$ cat config.mk
export PLATFORM = sky130hd
export DESIGN_NAME = sc_death_event_ctrl
export DESIGN_NICKNAME = d
export VERILOG_FILES = /design/src/rtl/sc_game_pkg.sv /design/src/rtl/sc_cycle_timer.sv /design/src/rtl/sc_death_event_ctrl.sv
export SDC_FILE = /design/constraint.sdc
export NUM_CORES = 1
export LEC_CHECK = 0
export CORE_MARGIN = 2
export CORE_UTILIZATION = 40
export DETAILED_ROUTE_END_ITERATION = 16
export PLACE_DENSITY_LB_ADDON = 0.25
export REMOVE_ABC_BUFFERS = 1
export SYNTH_ARGS = -nofsm -noshare
export SYNTH_HDL_FRONTEND = slang
export SYNTH_SLANG_ARGS = --single-unit
$ cat constraint.sdc
create_clock -name SC_DEATH_CTRL_CLOCK_50 -period 2.7 [get_ports SC_DEATH_CTRL_CLOCK_50]
set_clock_uncertainty 0.05 [all_clocks]
set_input_delay 0.405 -clock SC_DEATH_CTRL_CLOCK_50 [delete_from_list [all_inputs] [get_ports SC_DEATH_CTRL_CLOCK_50]]
set_output_delay 0.405 -clock SC_DEATH_CTRL_CLOCK_50 [all_outputs]
set_load 0.05 [all_outputs]
$ cat src/rtl/sc_game_pkg.sv
// Shared definitions for the frog game control blocks: state encoding,
// default timing constants at 50 MHz and a duration range helper.
package sc_game_pkg;

    typedef enum logic [2:0] {
        ST_IDLE    = 3'd0,
        ST_PLAY    = 3'd1,
        ST_HIT     = 3'd2,
        ST_DYING   = 3'd3,
        ST_RESPAWN = 3'd4,
        ST_GRACE   = 3'd5,
        ST_OVER    = 3'd6
    } state_t;

    localparam int DEF_TIMER_WIDTH  = 26;
    localparam int DEF_COLL_FILTER  = 4;
    localparam int DEF_DEATH_CYCLES = 25_000_000;  // 0.5 s
    localparam int DEF_GRACE_CYCLES = 50_000_000;  // 1.0 s
    localparam int DEF_BLINK_HALF   = 6_250_000;   // 125 ms

    // A duration is usable when (cycles-1) can be loaded into a width-bit timer.
    function automatic logic duration_fits(input int cycles, input int width);
        return (cycles >= 1) && (longint'(cycles) < (longint'(1) << width));
    endfunction

endpackage

$ cat src/rtl/sc_cycle_timer.sv
// Loadable down-counter. Load has priority; the count stops at zero and
// expired is high whenever the count reads zero.
module sc_cycle_timer #(
    parameter int WIDTH = 26
) (
    input  logic             clk,
    input  logic             rst_n,
    input  logic             load,
    input  logic [WIDTH-1:0] load_value,
    input  logic             enable,
    output logic             expired
);

    logic [WIDTH-1:0] count;

    // Reload on request, otherwise count down towards zero and hold there.
    always_ff @(posedge clk or negedge rst_n) begin
        if (!rst_n) begin
            count <= '0;
        end else if (load) begin
            count <= load_value;
        end else if (enable && (count != '0)) begin
            count <= count - WIDTH'(1);
        end
    end

    assign expired = (count == '0);

endmodule

$ cat src/rtl/sc_death_event_ctrl.sv
// Death sequence controller sitting in front of the lives counter.
// Filters the collision level, emits one active-low lifelost pulse per hit,
// freezes/blinks the frog while dying, respawns it, then grants a grace window.
// Handshake note: there is no valid/ready pair here; every output is a Moore
// decode of registered state, and the two *_OutLow pulses are single-cycle
// strobes that the downstream counter/position register consume unconditionally.
module sc_death_event_ctrl
    import sc_game_pkg::*;
#(
    parameter int TIMER_WIDTH  = DEF_TIMER_WIDTH,
    parameter int COLL_FILTER  = DEF_COLL_FILTER,
    parameter int DEATH_CYCLES = DEF_DEATH_CYCLES,
    parameter int GRACE_CYCLES = DEF_GRACE_CYCLES,
    parameter int BLINK_HALF   = DEF_BLINK_HALF
) (
    input  logic       SC_DEATH_CTRL_CLOCK_50,
    input  logic       SC_DEATH_CTRL_RESET_InLow,
    input  logic       SC_DEATH_CTRL_enable_InHigh,
    input  logic       SC_DEATH_CTRL_collision_InHigh,
    input  logic       SC_DEATH_CTRL_goal_InHigh,
    input  logic       SC_DEATH_CTRL_gameover_InHigh,
    output logic       SC_DEATH_CTRL_lifelost_OutLow,
    output logic       SC_DEATH_CTRL_respawn_OutLow,
    output logic       SC_DEATH_CTRL_freeze_OutHigh,
    output logic       SC_DEATH_CTRL_blink_OutHigh,
    output logic [2:0] SC_DEATH_CTRL_state_dbg
);

    // Parameter sanity: refuse to elaborate with durations the timer cannot hold.
    if (!duration_fits(DEATH_CYCLES, TIMER_WIDTH)) begin : g_bad_death
        $error("DEATH_CYCLES must be >=1 and fit in TIMER_WIDTH bits");
    end
    if (!duration_fits(GRACE_CYCLES, TIMER_WIDTH)) begin : g_bad_grace
        $error("GRACE_CYCLES must be >=1 and fit in TIMER_WIDTH bits");
    end
    if (!duration_fits(BLINK_HALF, TIMER_WIDTH)) begin : g_bad_blink
        $error("BLINK_HALF must be >=1 and fit in TIMER_WIDTH bits");
    end
    if (COLL_FILTER < 1) begin : g_bad_filter
        $error("COLL_FILTER must be >=1");
    end

    localparam int FW = $clog2(COLL_FILTER + 1);
    localparam logic [FW-1:0]          FILT_LAST  = FW'(COLL_FILTER - 1);
    localparam logic [TIMER_WIDTH-1:0] DEATH_LOAD = TIMER_WIDTH'(DEATH_CYCLES - 1);
    localparam logic [TIMER_WIDTH-1:0] GRACE_LOAD = TIMER_WIDTH'(GRACE_CYCLES - 1);
    localparam logic [TIMER_WIDTH-1:0] BLINK_LOAD = TIMER_WIDTH'(BLINK_HALF - 1);

    logic clk;
    logic rst_n;
    logic enable;
    logic collision;
    logic goal;
    logic gameover;

    assign clk       = SC_DEATH_CTRL_CLOCK_50;
    assign rst_n     = SC_DEATH_CTRL_RESET_InLow;
    assign enable    = SC_DEATH_CTRL_enable_InHigh;
    assign collision = SC_DEATH_CTRL_collision_InHigh;
    assign goal      = SC_DEATH_CTRL_goal_InHigh;
    assign gameover  = SC_DEATH_CTRL_gameover_InHigh;

    state_t                  state;
    state_t                  state_next;
    logic [FW-1:0]           filt_cnt;
    logic                    filt_done;
    logic                    blink_q;
    logic                    dur_load;
    logic [TIMER_WIDTH-1:0]  dur_value;
    logic                    dur_exp;
    logic                    blink_load;
    logic                    blink_exp;

    // The Nth consecutive collision-high edge in PLAY confirms a hit.
    assign filt_done = (state == ST_PLAY) && collision && (filt_cnt == FILT_LAST);

    // Next-state decode; enable low overrides every other condition.
    always_comb begin
        state_next = state;
        if (!enable) begin
            state_next = ST_IDLE;
        end else begin
            case (state)
                ST_IDLE:    state_next = ST_PLAY;
                ST_PLAY: begin
                    if (gameover)       state_next = ST_OVER;
                    else if (filt_done) state_next = ST_HIT;
                    else if (goal)      state_next = ST_RESPAWN;
                end
                ST_HIT:     state_next = ST_DYING;
                ST_DYING: begin
                    if (dur_exp) state_next = gameover ? ST_OVER : ST_RESPAWN;
                end
                ST_RESPAWN: state_next = ST_GRACE;
                ST_GRACE: begin
                    if (gameover)     state_next = ST_OVER;
                    else if (dur_exp) state_next = ST_PLAY;
                end
                ST_OVER:    state_next = ST_OVER;
                default:    state_next = ST_IDLE;
            endcase
        end
    end

    // Timer loads: the duration timer on DYING/GRACE entry, the blink timer on
    // DYING entry and again at each half-period boundary while dying.
    always_comb begin
        dur_load   = (state_next != state) &&
                     ((state_next == ST_DYING) || (state_next == ST_GRACE));
        dur_value  = (state_next == ST_DYING) ? DEATH_LOAD : GRACE_LOAD;
        blink_load = (state_next == ST_DYING) && ((state != ST_DYING) || blink_exp);
    end

    // State register.
    always_ff @(posedge clk or negedge rst_n) begin
        if (!rst_n) begin
            state <= ST_IDLE;
        end else begin
            state <= state_next;
        end
    end

    // Collision streak counter: only runs while staying in PLAY with collision high.
    always_ff @(posedge clk or negedge rst_n) begin
        if (!rst_n) begin
            filt_cnt <= '0;
        end else if ((state_next != state) || (state != ST_PLAY) || !collision) begin
            filt_cnt <= '0;
        end else begin
            filt_cnt <= filt_cnt + FW'(1);
        end
    end

    // Blink phase: starts visible-blanked (1) on DYING entry, toggles each half period.
    always_ff @(posedge clk or negedge rst_n) begin
        if (!rst_n) begin
            blink_q <= 1'b0;
        end else if (state_next != ST_DYING) begin
            blink_q <= 1'b0;
        end else if (state != ST_DYING) begin
            blink_q <= 1'b1;
        end else if (blink_exp) begin
            blink_q <= ~blink_q;
        end
    end

    sc_cycle_timer #(.WIDTH(TIMER_WIDTH)) u_dur_timer (
        .clk        (clk),
        .rst_n      (rst_n),
        .load       (dur_load),
        .load_value (dur_value),
        .enable     (1'b1),
        .expired    (dur_exp)
    );

    sc_cycle_timer #(.WIDTH(TIMER_WIDTH)) u_blink_timer (
        .clk        (clk),
        .rst_n      (rst_n),
        .load       (blink_load),
        .load_value (BLINK_LOAD),
        .enable     (1'b1),
        .expired    (blink_exp)
    );

    assign SC_DEATH_CTRL_lifelost_OutLow = (state != ST_HIT);
    assign SC_DEATH_CTRL_respawn_OutLow  = (state != ST_RESPAWN);
    assign SC_DEATH_CTRL_freeze_OutHigh  = (state == ST_HIT) || (state == ST_DYING) ||
                                           (state == ST_RESPAWN) || (state == ST_OVER);
    assign SC_DEATH_CTRL_blink_OutHigh   = blink_q;
    assign SC_DEATH_CTRL_state_dbg       = state;

endmodule
==> out/summary.txt <==
launching instance or port of the critical path: u_dur_timer.count[0]
dominant cell type by area after synthesis: dfrtp_1
CTS buffer count: 9
latest clock arrival within the worst-skew pair: 340 ps
crit path max fanout: 8
relative contribution of the clock network to total power: 0.319
wire length of the first global-routing pass: 14200 um
number of violations of the max-capacitance limit: 0
count of yosys warnings during synthesis: 0
Fin Setup TNS: 0 ps
standard cell area after detailed placement: 0.00386 mm2
total gr overflow: 0
drt first-iter violations: 107
Worst IR Drop VDD: 0.389 mV
CTS H-tree depth: 3
run status: finished clean
crit path to: u_dur_timer.count[16]
vias after detailed routing: 2942
Top Ports: 13
part of the power in combinational logic: 0.252
cell types with the largest area share after synthesis: dfrtp_1, xnor2_1, xor2_1
startpoint of the most critical register-to-register path: u_dur_timer.count[0]
num rows: 34
Die X-Extent: 97.4 um
n_diodes: 0
startpoint class of the critical path: flip-flop
core region area: 0.00859 mm2
share of Yosys cell area claimed by the top area cell type: 0.424
number of enable-type register cells in the synthesized netlist: 0
leak pwr: 1.55 nW
vias in the first global route: 2921
cts-stage hold buffer count: 0
Setup violations, final: 0
sequential share of the synthesized area: 0.424
switch share: 0.337
count of cell types in the netlist: 62
First-pass DRT Iterations: 5
synthesized area per cell: 9.15 um2
maximum number of pins on one net before global-route repair: 34
die footprint: 0.00948 mm2
smallest setup slack after layout: 148 ps
Port Buf Inserts: 12
netlist area before placement: 0.00349 mm2
CTS tree: done
register bit total from synthesis: 59
Post-route DRC: 0
relative area change from synthesis to final layout: 17.8%
root buffer selected by CTS: clkbuf_8
hold violation count in the final report: 0
detail-routed net length per standard cell: 15.3 um
power density over the cells: 698 mW/mm2
relative slew slack: 0.568
GP Congestion: 0.854
type of destination of the critical path: flip-flop
Die H: 97.4 um
Max Fclk: 0.392 GHz
share of final-layout standard cells stronger than drive strength 1: 0.146
Final Max Slew Viols: 0
post-detailed-placement half-perimeter wirelength: 5740 um
Sink Count: 59
unrepaired setup endpoints after global routing: false
WP data arrival: 2760 ps
total routed wirelength: 8040 um
cells on worst reg2reg path: 9
instance count of the mapped netlist: 381
sequential share of power: 0.429
transition time of the tightest slew-check pin: 645 ps
Min-Delay Path Class: input port to asynchronous set/reset pin
design area: 0.00411 mm2
kind of critical path: flip-flop to flip-flop
Period minus WS final: 2550 ps
initial core utilization: 0.406
clock slew seen by the registers of the worst setup and hold paths: 70 ps
vias per cell: 5.58
most frequently used flop master after synthesis: dfrtp_1
Crit path required time: 2900 ps
fin crit share: 0.945
capture point of the worst reg-to-reg path: u_dur_timer.count[16]
GRT Resource Usage Total: 0.184
initial antenna violation count: 0
worst slack after detailed placement: 85.8 ps
NumNets Final: 424
Antenna Violating Nets Remaining: 0
ys async rst share: 1.00
maximum buffer depth of the clock tree: 2
net switching power figure: 0.000964 W
internal portion of total power: 0.00190 W
R2R setup slack: 150 ps
routing by layer:
metal,vias up,global-route usage,share of wire
met1,1430,0.266,0.49
met5,-,0,0
met3,10,0.0266,0.031
li1,1445,-,-
met4,0,0.0694,0.012
met2,57,0.280,0.46
cell usage in the layout (no fill, tap or decap), types with 3 or more instances in the layout:
master,synthesis,final
and3_1,3,3
nor3_1,21,21
a21oi_1,23,23
o21ai_0,16,16
and2_1,5,5
xnor2_1,19,19
a211oi_1,4,4
ha_1,4,4
nand4_1,5,5
or3_1,13,13
nor2b_1,4,4
clkbuf_8,0,10
xor2_1,19,19
nand4b_1,4,4
clkdlybuf4s50_1,0,10
nand3b_1,4,4
inv_1,9,9
o22ai_1,4,4
nand3_1,12,12
nand2b_1,3,3
nor2_1,37,37
nand2_1,38,38
dfrtp_1,59,59
buf_4,0,24
nor4_1,10,10
flip-flops by register name (all words and copies together), names as in the netlist:
register                     cells
SC_DEATH_CTRL_blink_OutHigh      1
SC_DEATH_CTRL_state_dbg          3
u_blink_timer.count             26
filt_cnt                         3
u_dur_timer.count               26
power by group through the flow:
stage | Clock (W) | Sequential, W | Combinational, W
after floorplan | 0 | 0.00123 | 0.000484
after global placement | 0 | 0.00123 | 0.000710
after detailed placement | 0 | 0.00124 | 0.000722
after CTS | 0.000937 | 0.00122 | 0.000727
after global routing | 0.000972 | 0.00126 | 0.000817
final | 0.000914 | 0.00123 | 0.000722
metrics by stage:
step	util	total power, W	hold WS (ps)	std cells
2_1_floorplan	-	0.00171	59.4	366
3_5_place_dp	0.450	0.00196	380	511
4_1_cts	0.476	0.00289	63.1	527
3_3_place_gp	0.450	0.00194	372	511
6_report	0.478	0.00286	35.7	527
5_1_grt	0.478	0.00305	102	527
cell type report:
cell class	count	area (um2)
fillers	816	4490
multi-input cells	298	1920
flip-flops and latches	59	1480
repair buffers	37	318
clock buffers	10	138
well taps	108	135
clock inverters	6	87.6
inverters	9	33.8
worst min-delay path by stage:
stage                                              to  depth (start not counted)
after global placement                    filt_cnt[0]                          1
after CTS                        u_dur_timer.count[2]                          1
after global routing             u_dur_timer.count[2]                          1
after floorplan           SC_DEATH_CTRL_blink_OutHigh                          0
final                            u_dur_timer.count[2]                          1
after detailed placement                  filt_cnt[0]                          1
repair_timing:
item                       in CTS  in global routing
gates resized for setup         0                  4
hold endpoints to repair        0                  0
setup buffers                   0                  0
setup endpoints to repair       0                 24
synth_stat cells (all sizes together) (6+ instances only):
cell type,number
inv,9
nor4,13
nor3,23
dfrtp,59
o21ai,17
nand3,13
buf,8
or3,14
nand2,38
xor2,19
nor2,37
clkbuf,7
xnor2,19
a211oi,6
a21oi,24
cell families (layout without fill, tap and decap cells):
kind of cell / Yosys count / count (layout) / synth area share
XOR/XNOR: 38 / 38 / 0.0955
AO/OA/AOI/OAI: 77 / 77 / 0.150
flip-flops: 59 / 59 / 0.424
multiplexers: 3 / 3 / 0.00897
buffers and inverters: 24 / 62 / 0.0305
AND/OR/NAND/NOR: 176 / 176 / 0.277
adder cells (fa/ha/maj): 4 / 4 / 0.0144
critical path, stage by stage (launching register included):
cell	delay (ps)
dfrtp_1	390
inv_1	90
ha_1	180
nor3b_1	240
and4_2	340
and3_1	310
o221ai_4	210
a211o_1	320
buf_4	180
a21oi_1	140
(Power assumes the default switching activity.)
